==> src/rtl/age_tag_allocator_pkg.sv <==
// Shared definitions for the age-tag allocator.
//   ENT_NUM            : window size (fixed at 8 slots)
//   ENTLEN_DEF         : default entry index width
//   VALLEN_DEF         : default age value width
//   age_invalid()      : age presented for an empty slot (all-ones)
//   age_limit()        : counter value that triggers compaction
//   state_e            : allocator state (RUN, COMPACT)
package age_tag_allocator_pkg;

    localparam int unsigned ENT_NUM    = 8;
    localparam int unsigned ENTLEN_DEF = 3;
    localparam int unsigned VALLEN_DEF = 8;

    function automatic logic [63:0] age_invalid(input int unsigned vallen);
        return (64'd1 << vallen) - 64'd1;
    endfunction

    function automatic logic [63:0] age_limit(input int unsigned vallen);
        return (64'd1 << vallen) - 64'd2;
    endfunction

    typedef enum logic {
        ST_RUN,
        ST_COMPACT
    } state_e;

endpackage

==> src/rtl/age_tag_allocator_compactor.sv <==
// age_rank_compactor: combinational rank computation for age compaction.
// Each valid slot's rank is the number of other valid slots holding a
// smaller age; invalid slots never contribute and report rank 0.
//   valid_i      : per-slot valid
//   age_i        : per-slot age, slot i at [i*VALLEN +: VALLEN]
//   rank_o       : per-slot rank, slot i at [i*ENTLEN +: ENTLEN]
//   live_count_o : number of valid slots
module age_rank_compactor
    import age_tag_allocator_pkg::*;
#(
    parameter int unsigned ENTLEN = ENTLEN_DEF,
    parameter int unsigned VALLEN = VALLEN_DEF
) (
    input  logic [ENT_NUM-1:0]        valid_i,
    input  logic [ENT_NUM*VALLEN-1:0] age_i,
    output logic [ENT_NUM*ENTLEN-1:0] rank_o,
    output logic [ENTLEN:0]           live_count_o
);

    // older[i][j]: slot j is valid and strictly older than valid slot i
    logic [ENT_NUM-1:0] older [ENT_NUM];
    logic [ENTLEN:0]    rank_acc;
    logic [ENTLEN:0]    live_acc;

    always_comb begin
        for (int unsigned i = 0; i < ENT_NUM; i++) begin
            older[i] = '0;
            for (int unsigned j = 0; j < ENT_NUM; j++) begin
                if (i != j) begin
                    older[i][j] = valid_i[i] && valid_i[j] &&
                                  (age_i[j*VALLEN +: VALLEN] < age_i[i*VALLEN +: VALLEN]);
                end
            end
        end
    end

    // At most 7 other slots can be older, so the rank fits in ENTLEN bits.
    always_comb begin
        rank_o   = '0;
        rank_acc = '0;
        for (int unsigned i = 0; i < ENT_NUM; i++) begin
            rank_acc = '0;
            for (int unsigned j = 0; j < ENT_NUM; j++) begin
                rank_acc = rank_acc + (ENTLEN+1)'(older[i][j]);
            end
            rank_o[i*ENTLEN +: ENTLEN] = rank_acc[ENTLEN-1:0];
        end
    end

    always_comb begin
        live_acc = '0;
        for (int unsigned i = 0; i < ENT_NUM; i++) begin
            live_acc = live_acc + (ENTLEN+1)'(valid_i[i]);
        end
        live_count_o = live_acc;
    end

endmodule

==> src/rtl/age_tag_allocator.sv <==
// Age-tag allocator for an 8-entry scheduling window. Grants the lowest
// free slot with a strictly increasing age, releases slots on request, and
// presents every slot's (index, age) pair for the oldest-entry selector.
// When the age counter reaches its ceiling, one COMPACT cycle rewrites all
// live ages to their ranks so the ordering never wraps.
// Optional feature macro: AGE_ALLOC_BYPASS_EN (full-window free->alloc reuse).
// Ports:
//   clk_i, rst_i      : clock, asynchronous active-high reset
//   alloc_req_i       : allocation request
//   alloc_ready_o     : allocation accepted this cycle
//   alloc_entry_o     : granted slot
//   alloc_age_o       : granted age (current counter)
//   free_valid_i      : release request
//   free_entry_i      : slot to release
//   entry_vector_o    : constant slot indices, slot i at [i*ENTLEN +: ENTLEN]
//   value_vector_o    : slot ages, all-ones for invalid slots
//   valid_vector_o    : per-slot valid
//   count_o           : number of valid slots
//   compact_busy_o    : high during the COMPACT cycle
module age_tag_allocator
    import age_tag_allocator_pkg::*;
#(
    parameter int unsigned ENTLEN = ENTLEN_DEF,
    parameter int unsigned VALLEN = VALLEN_DEF
) (
    input  logic                      clk_i,
    input  logic                      rst_i,
    input  logic                      alloc_req_i,
    output logic                      alloc_ready_o,
    output logic [ENTLEN-1:0]         alloc_entry_o,
    output logic [VALLEN-1:0]         alloc_age_o,
    input  logic                      free_valid_i,
    input  logic [ENTLEN-1:0]         free_entry_i,
    output logic [ENT_NUM*ENTLEN-1:0] entry_vector_o,
    output logic [ENT_NUM*VALLEN-1:0] value_vector_o,
    output logic [ENT_NUM-1:0]        valid_vector_o,
    output logic [ENTLEN:0]           count_o,
    output logic                      compact_busy_o
);

    localparam logic [VALLEN-1:0] AGE_INV = VALLEN'(age_invalid(VALLEN));
    localparam logic [VALLEN-1:0] AGE_LIM = VALLEN'(age_limit(VALLEN));

    state_e                    state_q, state_d;
    logic [ENT_NUM-1:0]        valid_q, valid_d;
    logic [ENT_NUM*VALLEN-1:0] age_q, age_d;
    logic [VALLEN-1:0]         counter_q, counter_d;

    logic [VALLEN-1:0]         counter_inc;
    logic                      free_found;
    logic [ENTLEN-1:0]         free_idx;
    logic                      free_hit;
    logic                      alloc_fire;
    logic [ENT_NUM*ENTLEN-1:0] rank;
    logic [ENTLEN:0]           live_count;

    age_rank_compactor #(
        .ENTLEN (ENTLEN),
        .VALLEN (VALLEN)
    ) u_compactor (
        .valid_i      (valid_q),
        .age_i        (age_q),
        .rank_o       (rank),
        .live_count_o (live_count)
    );

    // Lowest-index free slot.
    always_comb begin
        free_found = 1'b0;
        free_idx   = '0;
        for (int unsigned i = 0; i < ENT_NUM; i++) begin
            if (!valid_q[i] && !free_found) begin
                free_found = 1'b1;
                free_idx   = ENTLEN'(i);
            end
        end
    end

    assign free_hit    = free_valid_i && valid_q[free_entry_i];
    assign counter_inc = counter_q + 1'b1;

    // Grant: free_found is equivalent to count < 8.
    always_comb begin
        alloc_ready_o = 1'b0;
        alloc_entry_o = free_idx;
        if (state_q == ST_RUN) begin
            if (free_found) begin
                alloc_ready_o = 1'b1;
            end
`ifdef AGE_ALLOC_BYPASS_EN
            else if (free_hit) begin
                alloc_ready_o = 1'b1;
                alloc_entry_o = free_entry_i;
            end
`endif
        end
    end

    assign alloc_age_o = counter_q;
    assign alloc_fire  = alloc_req_i && alloc_ready_o;

    always_comb begin
        state_d   = state_q;
        valid_d   = valid_q;
        age_d     = age_q;
        counter_d = counter_q;

        // Free is applied before alloc so a bypassed slot ends up valid.
        if (free_hit) begin
            valid_d[free_entry_i] = 1'b0;
        end

        case (state_q)
            ST_RUN: begin
                if (alloc_fire) begin
                    for (int unsigned i = 0; i < ENT_NUM; i++) begin
                        if (ENTLEN'(i) == alloc_entry_o) begin
                            valid_d[i]                = 1'b1;
                            age_d[i*VALLEN +: VALLEN] = counter_q;
                        end
                    end
                    counter_d = counter_inc;
                    if (counter_inc == AGE_LIM) begin
                        state_d = ST_COMPACT;
                    end
                end
            end
            ST_COMPACT: begin
                // Ranks come from the pre-free valid set.
                for (int unsigned i = 0; i < ENT_NUM; i++) begin
                    if (valid_q[i]) begin
                        age_d[i*VALLEN +: VALLEN] = VALLEN'(rank[i*ENTLEN +: ENTLEN]);
                    end
                end
                counter_d = VALLEN'(live_count);
                state_d   = ST_RUN;
            end
            default: state_d = ST_RUN;
        endcase
    end

    always_ff @(posedge clk_i or posedge rst_i) begin
        if (rst_i) begin
            state_q   <= ST_RUN;
            valid_q   <= '0;
            age_q     <= '0;
            counter_q <= '0;
        end else begin
            state_q   <= state_d;
            valid_q   <= valid_d;
            age_q     <= age_d;
            counter_q <= counter_d;
        end
    end

    always_comb begin
        entry_vector_o = '0;
        value_vector_o = '0;
        for (int unsigned i = 0; i < ENT_NUM; i++) begin
            entry_vector_o[i*ENTLEN +: ENTLEN] = ENTLEN'(i);
            value_vector_o[i*VALLEN +: VALLEN] = valid_q[i] ? age_q[i*VALLEN +: VALLEN] : AGE_INV;
        end
    end

    assign valid_vector_o = valid_q;
    assign count_o        = live_count;
    assign compact_busy_o = (state_q == ST_COMPACT);

endmodule

==> config.mk <==
export PLATFORM = sky130hd
export DESIGN_NAME = age_tag_allocator
export DESIGN_NICKNAME = d
export VERILOG_FILES = /design/src/rtl/age_tag_allocator_pkg.sv /design/src/rtl/age_tag_allocator_compactor.sv /design/src/rtl/age_tag_allocator.sv
export SDC_FILE = /design/constraint.sdc
export NUM_CORES = 1
export LEC_CHECK = 0
export BUFFER_PORTS_ARGS = -buffer_cell sky130_fd_sc_hd__buf_2
export CAP_MARGIN = 20
export CORE_ASPECT_RATIO = 0.5
export CORE_MARGIN = 3
export CORE_UTILIZATION = 50
export DETAILED_ROUTE_END_ITERATION = 12
export PLACE_DENSITY = 0.7
export REMOVE_ABC_BUFFERS = 1
export SETUP_SLACK_MARGIN = 0.1
export SLEW_MARGIN = 20
export SYNTH_ARGS = -nofsm -noshare
export SYNTH_HDL_FRONTEND = slang
export SYNTH_SLANG_ARGS = --single-unit
==> constraint.sdc <==
create_clock -name clk_i -period 5.3 [get_ports clk_i]
set_input_delay 0.265 -clock clk_i [delete_from_list [all_inputs] [get_ports clk_i]]
set_output_delay 0.265 -clock clk_i [all_outputs]
set_load 0.01 [all_outputs]
=== Word level (Yosys, flattened, before mapping) ===
Cells that the tools add are included.

* Output and inout bits: 113
* Input port bits: 7
* Word-level logic and storage cells: 332
* Register bits: 81

* Magnitude comparators: 58
* Bitwise gates (word level): 3
* Reductions and logical operators: 116
* Add/subtract/negate cells: 56
* Equality and inequality tests: 25
* Mux-type cells: 63

{| class="wikitable"
|+ Operator list
! operator !! number
|-
| $lt A8 B8 Y1 || 56
|-
| $mux W8 || 28
|-
| $pmux W64 S2 || 1
|-
| $add A3 B1 Y3 || 40
|-
| $logic_and A1 B1 Y1 || 94
|-
| $mux W64 || 1
|-
| $ne A2 B1 Y1 const B || 16
|-
| $add A4 B1 Y4 || 6
|-
| $reduce_and A3 Y1 || 8
|-
| $mux W1 || 23
|-
| $add A1 B1 Y2 || 9
|-
| $mux W3 || 6
|-
| $pmux W8 S2 || 1
|-
| $logic_not A1 Y1 || 13
|-
| $eq A3 B3 Y1 const A || 4
|-
| $add A8 B1 Y8 const B || 1
|-
| $and A8 B8 Y8 || 1
|-
| $eq A8 B8 Y1 const B || 1
|-
| $not A8 Y8 || 1
|-
| $eq A2 B3 Y1 const A || 2
|-
| $lt A3 B4 Y1 const B || 1
|-
| $bmux W1 S3 || 1
|-
| $demux W1 S3 || 1
|-
| $eq A1 B3 Y1 const A || 1
|-
| other kinds (5) || 5
|}

=== Depth between registers and ports, before layout ===
Gate-level depths: netlist (run 1).

* Depth in word-level cells: 26
* Mapped depth: 19
* Gate-level depth less buffers: 19

=== By module ===
A second synthesis (run 1) with hierarchy kept.

* Cells, all modules: 1291
* Area total of the unflattened synthesis: 10976.8 um2

{| class="wikitable"
|+ By module, submodules not included
! module !! area an instance (um2) !! seq. area each (um2) !! instances !! cells each
|-
| age_rank_compactor || 6274.8 || 0.0 || 1 || 778
|-
| age_tag_allocator || 4702.0 || 2026.9 || 1 || 513
|}

=== Worst setup path before layout (run 1) ===
OpenSTA, ideal clock, no wires.

* Path kind: register to register
* Start point: reg age_q[57]
* End point: reg age_q[58]
* Buffers on the path: 0
* Setup slack: 1411 ps
* Period minus slack after synthesis: 3889 ps
* Required time: 5174 ps
* Library setup time: 126 ps
* Arrival: 3763 ps
* Stages on the path, launching flop included: 18
* Path through: dfrtp_1 inv_1 ha_1 nor2b_1 o21a_1 o21a_1 o21bai_1 and4_1 ha_1 inv_1 fa_1 inv_1 fa_1 ha_1 fa_1 xnor2_1 nor2_1 a221o_1

* Cells in the longest elaborated chain, start to end: 10
* Elaborated cells between the ends (all ways): 22
* Those cells by class: 6 x add/sub; 7 x order compare; 2 x mux; 7 x reduce/logical

{| class="wikitable"
|+ RTL lines
! element !! RTL line !! RTL
|-
| start: declaration || age_tag_allocator.sv:46 || <nowiki>logic [ENT_NUM*VALLEN-1:0] age_q, age_d;</nowiki>
|-
| start signal: assignment || age_tag_allocator.sv:151 || <nowiki>age_q <= age_d;</nowiki>
|-
| $lt A8 B8 Y1 || age_tag_allocator_compactor.sv:31 || <nowiki>(age_i[j*VALLEN +: VALLEN] < age_i[i*VALLEN +: VALLEN]);</nowiki>
|-
| $logic_and A1 B1 Y1 || age_tag_allocator_compactor.sv:30 || <nowiki>older[i][j] = valid_i[i] && valid_i[j] &&</nowiki>
|-
| $add A1 B1 Y2 || age_tag_allocator_compactor.sv:44 || <nowiki>rank_acc = rank_acc + (ENTLEN+1)'(older[i][j]);</nowiki>
|-
| $add A3 B1 Y3 (4 in series) || age_tag_allocator_compactor.sv:44 ||
|-
| $add A3 B1 Y3 * || age_tag_allocator_compactor.sv:44 ||
|-
| $mux W8 * || age_tag_allocator.sv:131 || <nowiki>if (valid_q[i]) begin</nowiki>
|-
| $pmux W64 S2 * || age_tag_allocator.sv:113 || <nowiki>case (state_q)</nowiki>
|}

Mark *: on every way between the ends. The rest lies on a longest branch, timed or not. The select of a mux whose other input is x is not followed.
A chain may end at the register's enable or synchronous reset.

=== Worst setup path in the final report (run 1) ===
* Start point: reg age_q[49]
* End point: reg age_q[50]

The elaborated chain is that of the path after synthesis.

==> results.md, run 1 <==
Global routing:
- The total routing resource utilization after global routing is 34.9%.
- The first global-routing pass estimated roughly 60 mm of wire.
- The pin count of the biggest net entering global routing is 60.
- The number of global-route vias before repair is between 10000 and 15000.
- The aggregate global routing overflow is 0.
- The initial antenna violation count is 0.

Worst setup path:
- Tracing the worst setup path back leads to its startpoint at age_q[49].
- In this design, the stage delay of the slowest critical-path cell is 540 ps.
- Counting stages on the worst path, the most repeated cell is sky130_fd_sc_hd__inv_1.
- The data arrival time of the critical path is 4880 ps.
- The worst register-to-register path has a depth of 19.
- The critical path goes through inv_1, ha_1, nor2b_1, o21a_1, o21a_1, o21bai_1, and4_1, ha_1, inv_1, fa_1, inv_1, fa_1, ha_1, inv_1, fa_1, xor2_1, nor3_1, a31oi_1, o21ai_1.
- The logic depth of the worst setup path including buffers is 19.
- The required arrival time at the worst endpoint is 5530 ps.
- The buffer and inverter count on the worst path is 4.
- The maximum fanout count along the critical path is 7.
- The launch instance of the worst register-to-register path is age_q[49].
- STA classifies the critical path startpoint as a register.
- The master of the slowest instance on the critical path is sky130_fd_sc_hd__fa_1.
- The worst register-to-register path has a setup slack of 650 ps.
- The worst setup path category is register to register.
- In this run the worst setup path terminates at age_q[50].
- Among cell families on the critical path, the largest total delay comes from adder cells.
- The worst register-to-register path ends at age_q[50].
- The endpoint type of the worst setup path is a register.

Finish:
- In the final layout, flip-flops and latches occupy slightly above 0.002 sq mm.
- In the final design database the tool counted 1656 nets.
- Cells with a size suffix above 1 make up 10.9% of the layout.
- From synthesis to final layout, the design area changed by 9.39%.
- Fill cells in the final layout number 1913.
- Summing all multi-input logic gate instances after layout gives 0.00803 sq mm.

Floorplanning:
- The area enclosed by the die boundary is 0.0237 sq mm.
- The number of cell rows is 37.
- The floorplan core area is 0.0210 sq mm.
- 120 I/O pins were placed.
- In this run the vertical extent of the chip is around 110 um.
- The floorplan step set the die width to ~210 um.
- The initial core utilization is 51.9%.

Clocking:
- The H-tree was split into 3 levels.
- Counting the buffers created by CTS gives 9.
- The clock passes through at most 2 buffers.
- The post-CTS resize count is 0.
- The root buffer cell chosen for the clock tree is sky130_fd_sc_hd__clkbuf_16.
- At the later pin of the worst-skew pair, clock insertion delay measures about 370 ps.
- After clock tree synthesis, the clock-pin slew on the worst setup and hold paths is 70 ps.
- TritonCTS built the clock tree.
- The count of clock tree sinks is 81.

Power and ir drop:
- The analysis attributes to cell leakage a power of approximately 0.0063 uW.
- Power spread over the standard cell area amounts to 641 mW/mm^2.
- After layout, the design draws a total of 7640 uW.
- VDD sags by at most about 0.34 mV.

Yosys:
- Averaged over all synthesized cells, the footprint is 8.48 sq um.
- The distinct cell type count of the synthesized netlist is 66.
- The register area share after synthesis is 18.6%.
- Synthesis inferred 81 register bits.
- The most repeated cell in the gate-level netlist after synthesis is sky130_fd_sc_hd__ha_1.
- The dominant register cell in the synthesized netlist is sky130_fd_sc_hd__dfrtp_1.
- In this run, synthesis inferred 0 flip-flops with an integrated enable.
- During synthesis, Yosys emitted a total of 0 warnings.
- The post-synthesis instance total is between 1000 and 1500.
- The async set-or-reset flop fraction in the synthesized netlist is 100%.
- The top cell type's share of synthesized area is 29.3%.
- By count the netlist is led by 255 x sky130_fd_sc_hd__ha_1, 147 x sky130_fd_sc_hd__nand2_1, 139 x sky130_fd_sc_hd__inv_1.
- The mapped cell area is 0.0109 sq mm.
- After synthesis, the cell types taking the most area are sky130_fd_sc_hd__ha_1 29%, sky130_fd_sc_hd__dfrtp_1 19%, sky130_fd_sc_hd__fa_1 5.1%.
- The dominant cell type by area after synthesis is sky130_fd_sc_hd__ha_1.

STA:
- Summed over all failing endpoints, the final setup total negative slack is 0 ps.
- The post-route clock skew is around 10 ps.
- The worst slew slack as a fraction of its limit is 35.8%.
- For the finished layout, the period the worst path requires is 4650 ps.
- For the pin with the worst max-slew slack, the measured transition is 963 ps.
- The final hold violation count is 0.
- Setup repair after global routing left no endpoint under its margin.
- The maximum clock frequency is 215 MHz.
- Dividing the final minimum period by the clock period gives between 80% and 90%.
- The final max-slew violation count is 0.
- Setup violations remaining at the end of the flow were counted as 0.

Placed design:
- In this run the tool buffered the top-level ports with 95 buffer cells.
- The congestion estimate from routability-driven global placement came to 1.03.
- After legalization and detailed placement, the total HPWL measured 31.2 mm.

Job:
- The max capacitance violation total is 0.

Route:
- The number of detailed-route iterations in the first pass is 6.
- In the routed design, unresolved DRC markers number 0.
- The detailed router finished its first iteration with 1258 violations.
- The total via count after detailed routing is 10600.
- Once detail routing completed, the nets flagged for antenna violations numbered 0.
- Wires add up to 41.5 mm.
- After detailed routing, the average wire length per cell comes to around 25 um.
- After detailed routing, the number of vias per cell comes to 6.40.

Worst hold path:
- The path category of the worst min-delay check is input port to register.

Status:
- The run finished with clean final reports.
-- layout by cell type, fill, tap and decap left out, types with 3 or more instances in the layout --
master | netlist | final
sky130_fd_sc_hd__inv_8 | 0 | 3
sky130_fd_sc_hd__fa_1 | 28 | 28
sky130_fd_sc_hd__buf_4 | 27 | 22
sky130_fd_sc_hd__nor2_1 | 43 | 43
sky130_fd_sc_hd__o31ai_1 | 5 | 5
sky130_fd_sc_hd__a31oi_1 | 10 | 10
sky130_fd_sc_hd__clkbuf_16 | 0 | 9
sky130_fd_sc_hd__mux2i_1 | 19 | 19
sky130_fd_sc_hd__nand2b_1 | 8 | 8
sky130_fd_sc_hd__and4_1 | 20 | 20
sky130_fd_sc_hd__nand2_1 | 147 | 147
sky130_fd_sc_hd__a21o_1 | 56 | 56
sky130_fd_sc_hd__a21oi_1 | 65 | 65
sky130_fd_sc_hd__xor2_1 | 5 | 5
sky130_fd_sc_hd__ha_1 | 255 | 255
sky130_fd_sc_hd__a211oi_1 | 5 | 5
sky130_fd_sc_hd__a21boi_0 | 4 | 4
sky130_fd_sc_hd__nor2b_1 | 23 | 23
sky130_fd_sc_hd__o21ai_0 | 68 | 68
sky130_fd_sc_hd__o22ai_1 | 15 | 15
sky130_fd_sc_hd__o211ai_1 | 16 | 16
sky130_fd_sc_hd__nor3b_1 | 4 | 3
sky130_fd_sc_hd__conb_1 | 2 | 24
sky130_fd_sc_hd__o21a_1 | 34 | 34
sky130_fd_sc_hd__inv_1 | 139 | 138
sky130_fd_sc_hd__xnor2_1 | 11 | 11
sky130_fd_sc_hd__and3_1 | 6 | 6
sky130_fd_sc_hd__nand4_1 | 51 | 51
sky130_fd_sc_hd__nor3_1 | 11 | 11
sky130_fd_sc_hd__o21ai_1 | 7 | 7
sky130_fd_sc_hd__buf_2 | 8 | 95
sky130_fd_sc_hd__dfrtp_1 | 81 | 80
sky130_fd_sc_hd__a211o_1 | 6 | 6
sky130_fd_sc_hd__o21bai_1 | 12 | 12
sky130_fd_sc_hd__nand3_1 | 24 | 24
-- registers in the layout, summed over array words and instances, names as in the netlist --
register	count
valid_vector_o	8
age_q	64
compact_busy_o	1
alloc_age_o	8
-- logic make-up after synthesis --
group / synth area share, %
adder cells (fa/ha/maj): 34.4
other: 0.0690
AO/OA/AOI/OAI: 19.0
buffers and inverters: 8.43
flip-flops: 18.6
XOR/XNOR: 1.29
multiplexers: 1.75
AND/OR/NAND/NOR: 16.4
-- routing by layer --
metal	wire length (um)	vias up	track usage, %
met5	0	-	0
met4	1320	0	11.4
met3	5520	108	10.4
met2	17100	665	53.4
met1	17500	5153	47.6
li1	-	4718	-
-- where the power goes --
part	total [uW]	internal, uW	switching, uW
Clock	664	333	330
Combinational	5320	2120	3200
Sequential	1650	843	811
-- per-stage QoR --
stage | area, sq um | hold WS [ps] | worst slack (ps) | util (%) | std cells
after floorplan | 10600 | 407 | 1370 | - | 1237
after global placement | 11600 | 276 | 863 | 55.3 | 1646
after detailed placement | 11600 | 286 | 749 | 55.3 | 1646
after CTS | 11900 | 195 | 731 | 56.8 | 1663
after global routing | 11900 | 210 | 483 | 56.8 | 1663
final | 11900 | 200 | 651 | 56.8 | 1664
-- how the worst min path moves through the flow --
| stage | start | to | slack [ps] | depth (start not counted) |
|---|---|---|---|---|
| finish | free_entry_i[2] | valid_vector_o[0] | 200 | 3 |
| floorplan | free_entry_i[2] | valid_vector_o[0] | 410 | 2 |
| CTS | free_entry_i[1] | valid_vector_o[0] | 190 | 3 |
| global placement | rst_i | age_q[52] | 280 | 2 |
| global route | free_entry_i[1] | valid_vector_o[0] | 210 | 3 |
| detailed placement | rst_i | age_q[52] | 290 | 2 |
-- tightest hold or removal path, cell delays in order --
cell	delay (ps)
sky130_fd_sc_hd__buf_2	120
sky130_fd_sc_hd__o31ai_1	80
sky130_fd_sc_hd__nand2b_1	60
-- cell type report --
type | instances | share of cell area (%)
clock inverters | 7 | 0.620
diodes | 1 | 0.0210
inverters | 142 | 4.48
flip-flops and latches | 81 | 17.0
multi-input cells | 1014 | 67.4
well taps | 292 | 3.07
clock buffers | 9 | 1.89
repair buffers | 118 | 5.46
-- repair_timing --
action / 4_1_cts / 5_1_grt
endpoints found under the setup margin: 0 / 0
hold buffers: 1 / 0
buffers inserted: 0 / 0
hold endpoints to repair: 22 / 0
No activity file was read; power rests on OpenSTA's default activity.
==> run 2, diff against run 1 <==
--- a/config.mk
+++ b/config.mk
@@ -5,6 +5,7 @@
 export SDC_FILE = /design/constraint.sdc
 export NUM_CORES = 1
 export LEC_CHECK = 0
+export ABC_CLOCK_PERIOD_IN_PS = 5300
 export BUFFER_PORTS_ARGS = -buffer_cell sky130_fd_sc_hd__buf_2
 export CAP_MARGIN = 20
 export CORE_ASPECT_RATIO = 0.5
@@ -12,7 +13,6 @@
 export CORE_UTILIZATION = 50
 export DETAILED_ROUTE_END_ITERATION = 12
 export PLACE_DENSITY = 0.7
-export REMOVE_ABC_BUFFERS = 1
 export SETUP_SLACK_MARGIN = 0.1
 export SLEW_MARGIN = 20
 export SYNTH_ARGS = -nofsm -noshare
==> results.md, run 2 (synthesis gave the netlist of run 1 again) <==
Route:
- The violation count after the first detailed-routing iteration was 1143 (-9.1%).
- The ratio of routed vias to standard cells is 6.35 (-0.78%).
- The number of routed nets with antenna violations was 0 (unchanged).
- The total wire length is 40.5 mm (-2.5%).
- The detail-routed net length per standard cell was 24.3 um (-2.5%).
- The number of detailed-route iterations in the first pass is 5 (-1).
- The total DRC errors in the routed layout is 0 (unchanged).
- The total via count after detailed routing is 10600 (-0.72%).

STA:
- The final worst-path cycle share is 87.1% (-0.63 points).
- The final count of negative-setup-slack endpoints is 0 (unchanged).
- The maximum clock frequency is 217 MHz (+0.73%).
- The transition at the pin with the smallest max-transition slack is 963 ps (-0.695 ps).
- The final hold violation count is 0 (unchanged).
- The worst slew slack as a fraction of its limit is 35.1% (-0.63 points).
- The clock period minus final worst setup slack is 4620 ps (-33.6 ps).
- The summed negative setup slack over all endpoints is 0 ps (unchanged).
- The post-route clock skew is 10.8 ps (+0.574 ps).
- Setup repair after global routing left no endpoint under its margin.
- The final max-slew violation count was 0 (unchanged).

Floorplanning:
- The initial core utilization is 51.9% (unchanged).
- The floorplan core area is 0.0210 sq mm (unchanged).
- The die outline width is 215 um (unchanged).
- The number of placed I/O pins is 120 (unchanged).
- The number of cell rows is 37 (unchanged).
- The die outline height is 110 um (unchanged).
- The area enclosed by the die boundary was 0.0237 sq mm (unchanged).

Power and ir drop:
- The net switching power came to 4290 uW (-1.3%).
- The portion of total power attributed to the clock network is 9.1% (+0.4 points).
- The power density over cell area is 640 mW/mm^2 (-0.11%).
- The power after layout was 7640 uW (about the same).
- The power share of the combinational group was 69.4% (-0.3 points).
- The design internal power was 3360 uW (+2.0%).
- The reported leakage power is 0.00635 uW (+0.22%).
- The worst voltage drop across the vdd grid is 0.800 mV (+130%).
- The register share of total power is 21.5% (-0.2 points).
- The fraction of power spent switching nets is 56.1% (-0.80 points).

Finish:
- The number of fill cells is 1919 (+0.31%).
- The core occupancy in the finished layout is 56.9% (+0.12 points).
- The commonest non-fill, non-tap cell in the layout is sky130_fd_sc_hd__ha_1.
- The final design instance area without fill was 0.0119 sq mm (+0.21%).
- The largest register by flop count is age_q.
- The number of flip-flops under the largest register name is 64 (unchanged).
- Compared with the post-synthesis result, the final layout area differs by 9.62%.
- The register cell area after layout is 0.00203 sq mm (unchanged).
- The footprint of the multi-input gates came to 0.00804 sq mm (about the same).
- The share of final-layout standard cells stronger than drive strength 1 is 11.0% (+0.14 points).
- Leaving out fill and tap cells, the most frequent cells in the layout are 255 x sky130_fd_sc_hd__ha_1, 147 x sky130_fd_sc_hd__nand2_1, 138 x sky130_fd_sc_hd__inv_1.
- The number of nets in the layout is 1657 (+0.060%).
- The number of standard cells in the layout, taps in and fillers out came to 1665 (+0.060%).

Worst setup path:
- The maximum fanout count along the critical path came to 7 (unchanged).
- STA classifies the critical path startpoint as a register.
- The data arrival time of the critical path came to 4850 ps (-30 ps).
- The worst setup path category is register to register.
- The required arrival time at the worst endpoint is 5530 ps (about the same).
- STA classifies the critical path endpoint as a register.

Global routing:
- The initial antenna violation count is 0 (unchanged).
- The total routing resource utilization after global routing is 34.0% (-0.88 points).
- The aggregate global routing overflow is 0 (unchanged).
- The number of global-route vias before repair was 10400 (+1.6%).
- The first-pass GRT wire length came to 60.6 mm (-1.4%).
- The pin count of the biggest net entering global routing is 63 (+5.0%).

Clocking:
- The CTS buffer count is 9 (unchanged).
- The count of clock tree sinks came to 81 (unchanged).
- The largest buffer count on any clock path is 2 (unchanged).
- The post-CTS resize count is 0 (unchanged).
- The H-tree depth is 3 (unchanged).
- The later-pin clock latency in the skew report came to 360 ps (about the same).
- The register clock-pin slew on the reported worst setup and hold paths came to 70 ps (about the same).
- The CTS tree is done.
- The tree is rooted in a sky130_fd_sc_hd__clkbuf_16.

Placed design:
- The cell area after placement came to 0.0116 sq mm (about the same).
- The number of input and output port buffers inserted is 95 (unchanged).
- The global placer's final weighted congestion is 1.00 (-2.1%).
- The post-detailed-placement half-perimeter wirelength was 31.0 mm (-0.66%).
- The cell total after placement came to 1647 (+0.061%).

Status:
- The run finished with clean final reports.

Worst hold path:
- The min-delay analysis places its worst path in the category input port to register.

Job:
- The max capacitance violation total is 0 (unchanged).
==> run 2: cell count changes in the layout (fill, tap and decap cells not counted), sizes merged <==
cell,delta
bufinv,+1
buf,+1
clkbuf,+1
clkinv,-2
==> run 2: path summary, 6_finish.rpt <==
path                                       from                end  slack (ps)  depth (start not counted)
min in group asynchronous                 rst_i          age_q[55]         430                          3
worst min-delay path            free_entry_i[1]  valid_vector_o[0]         230                          3
worst max register to register        age_q[49]          age_q[50]         680                         19
worst max-delay path                  age_q[49]          age_q[50]         680                         19
worst min register to register        age_q[42]          age_q[42]         590                          2
max in group asynchronous                 rst_i     compact_busy_o        3630                          4
==> run 2: area by class of cell <==
class                           instances  area share, %
Timing Repair Buffer                  119           5.51
Tap cell                              292           3.06
Multi-Input combinational cell       1014           67.3
Clock inverter                          6          0.618
Sequential cell                        81           17.0
Antenna cell                            1         0.0210
Clock buffer                           10           2.00
Inverter                              142           4.47
==> run 2: power by group through the flow <==
stage	clock [uW]	sequential, uW	combinational [uW]
floorplan	0	1160	3610
global placement	0	1590	4870
global route	723	1640	5930
finish	693	1640	5310
CTS	695	1590	5190
detailed placement	0	1600	5140
==> run 2: metal layers <==
layer / global-route usage [%] / part of all wire [%] / up-vias
li1: - / - / 4730
met1: 45.4 / 42 / 5072
met2: 50.6 / 41 / 639
met3: 9.64 / 13 / 126
met4: 17.6 / 4.7 / 0
met5: 0 / 0 / -
==> run 2: critical path, stage by stage (launching register included) <==
cell,delay (ps)
sky130_fd_sc_hd__dfrtp_1,440
sky130_fd_sc_hd__inv_1,370
sky130_fd_sc_hd__ha_1,340
sky130_fd_sc_hd__nor2b_1,140
sky130_fd_sc_hd__o21a_1,170
sky130_fd_sc_hd__o21a_1,170
sky130_fd_sc_hd__o21bai_1,200
sky130_fd_sc_hd__and4_1,240
sky130_fd_sc_hd__ha_1,170
sky130_fd_sc_hd__inv_1,90
sky130_fd_sc_hd__fa_1,550
sky130_fd_sc_hd__inv_1,60
sky130_fd_sc_hd__fa_1,540
sky130_fd_sc_hd__ha_1,150
sky130_fd_sc_hd__inv_1,50
sky130_fd_sc_hd__fa_1,380
sky130_fd_sc_hd__xor2_1,160
sky130_fd_sc_hd__nor3_1,60
sky130_fd_sc_hd__a31oi_1,150
sky130_fd_sc_hd__o21ai_1,80
==> run 2: what timing repair did <==
| item | 4_1_cts | 5_1_grt |
|---|---|---|
| setup buffers | 0 | 0 |
| hold buffers | 1 | 0 |
| setup endpoints to repair | 0 | 0 |
| endpoints found under the hold margin | 19 | 0 |
==> run 2: through the flow <==
stage                     hold slack (ps)  setup slack, ps
after floorplan                       407             1410
after global placement                260              892
after detailed placement              265              758
after CTS                             221              723
after global routing                  246              478
final                                 231              685
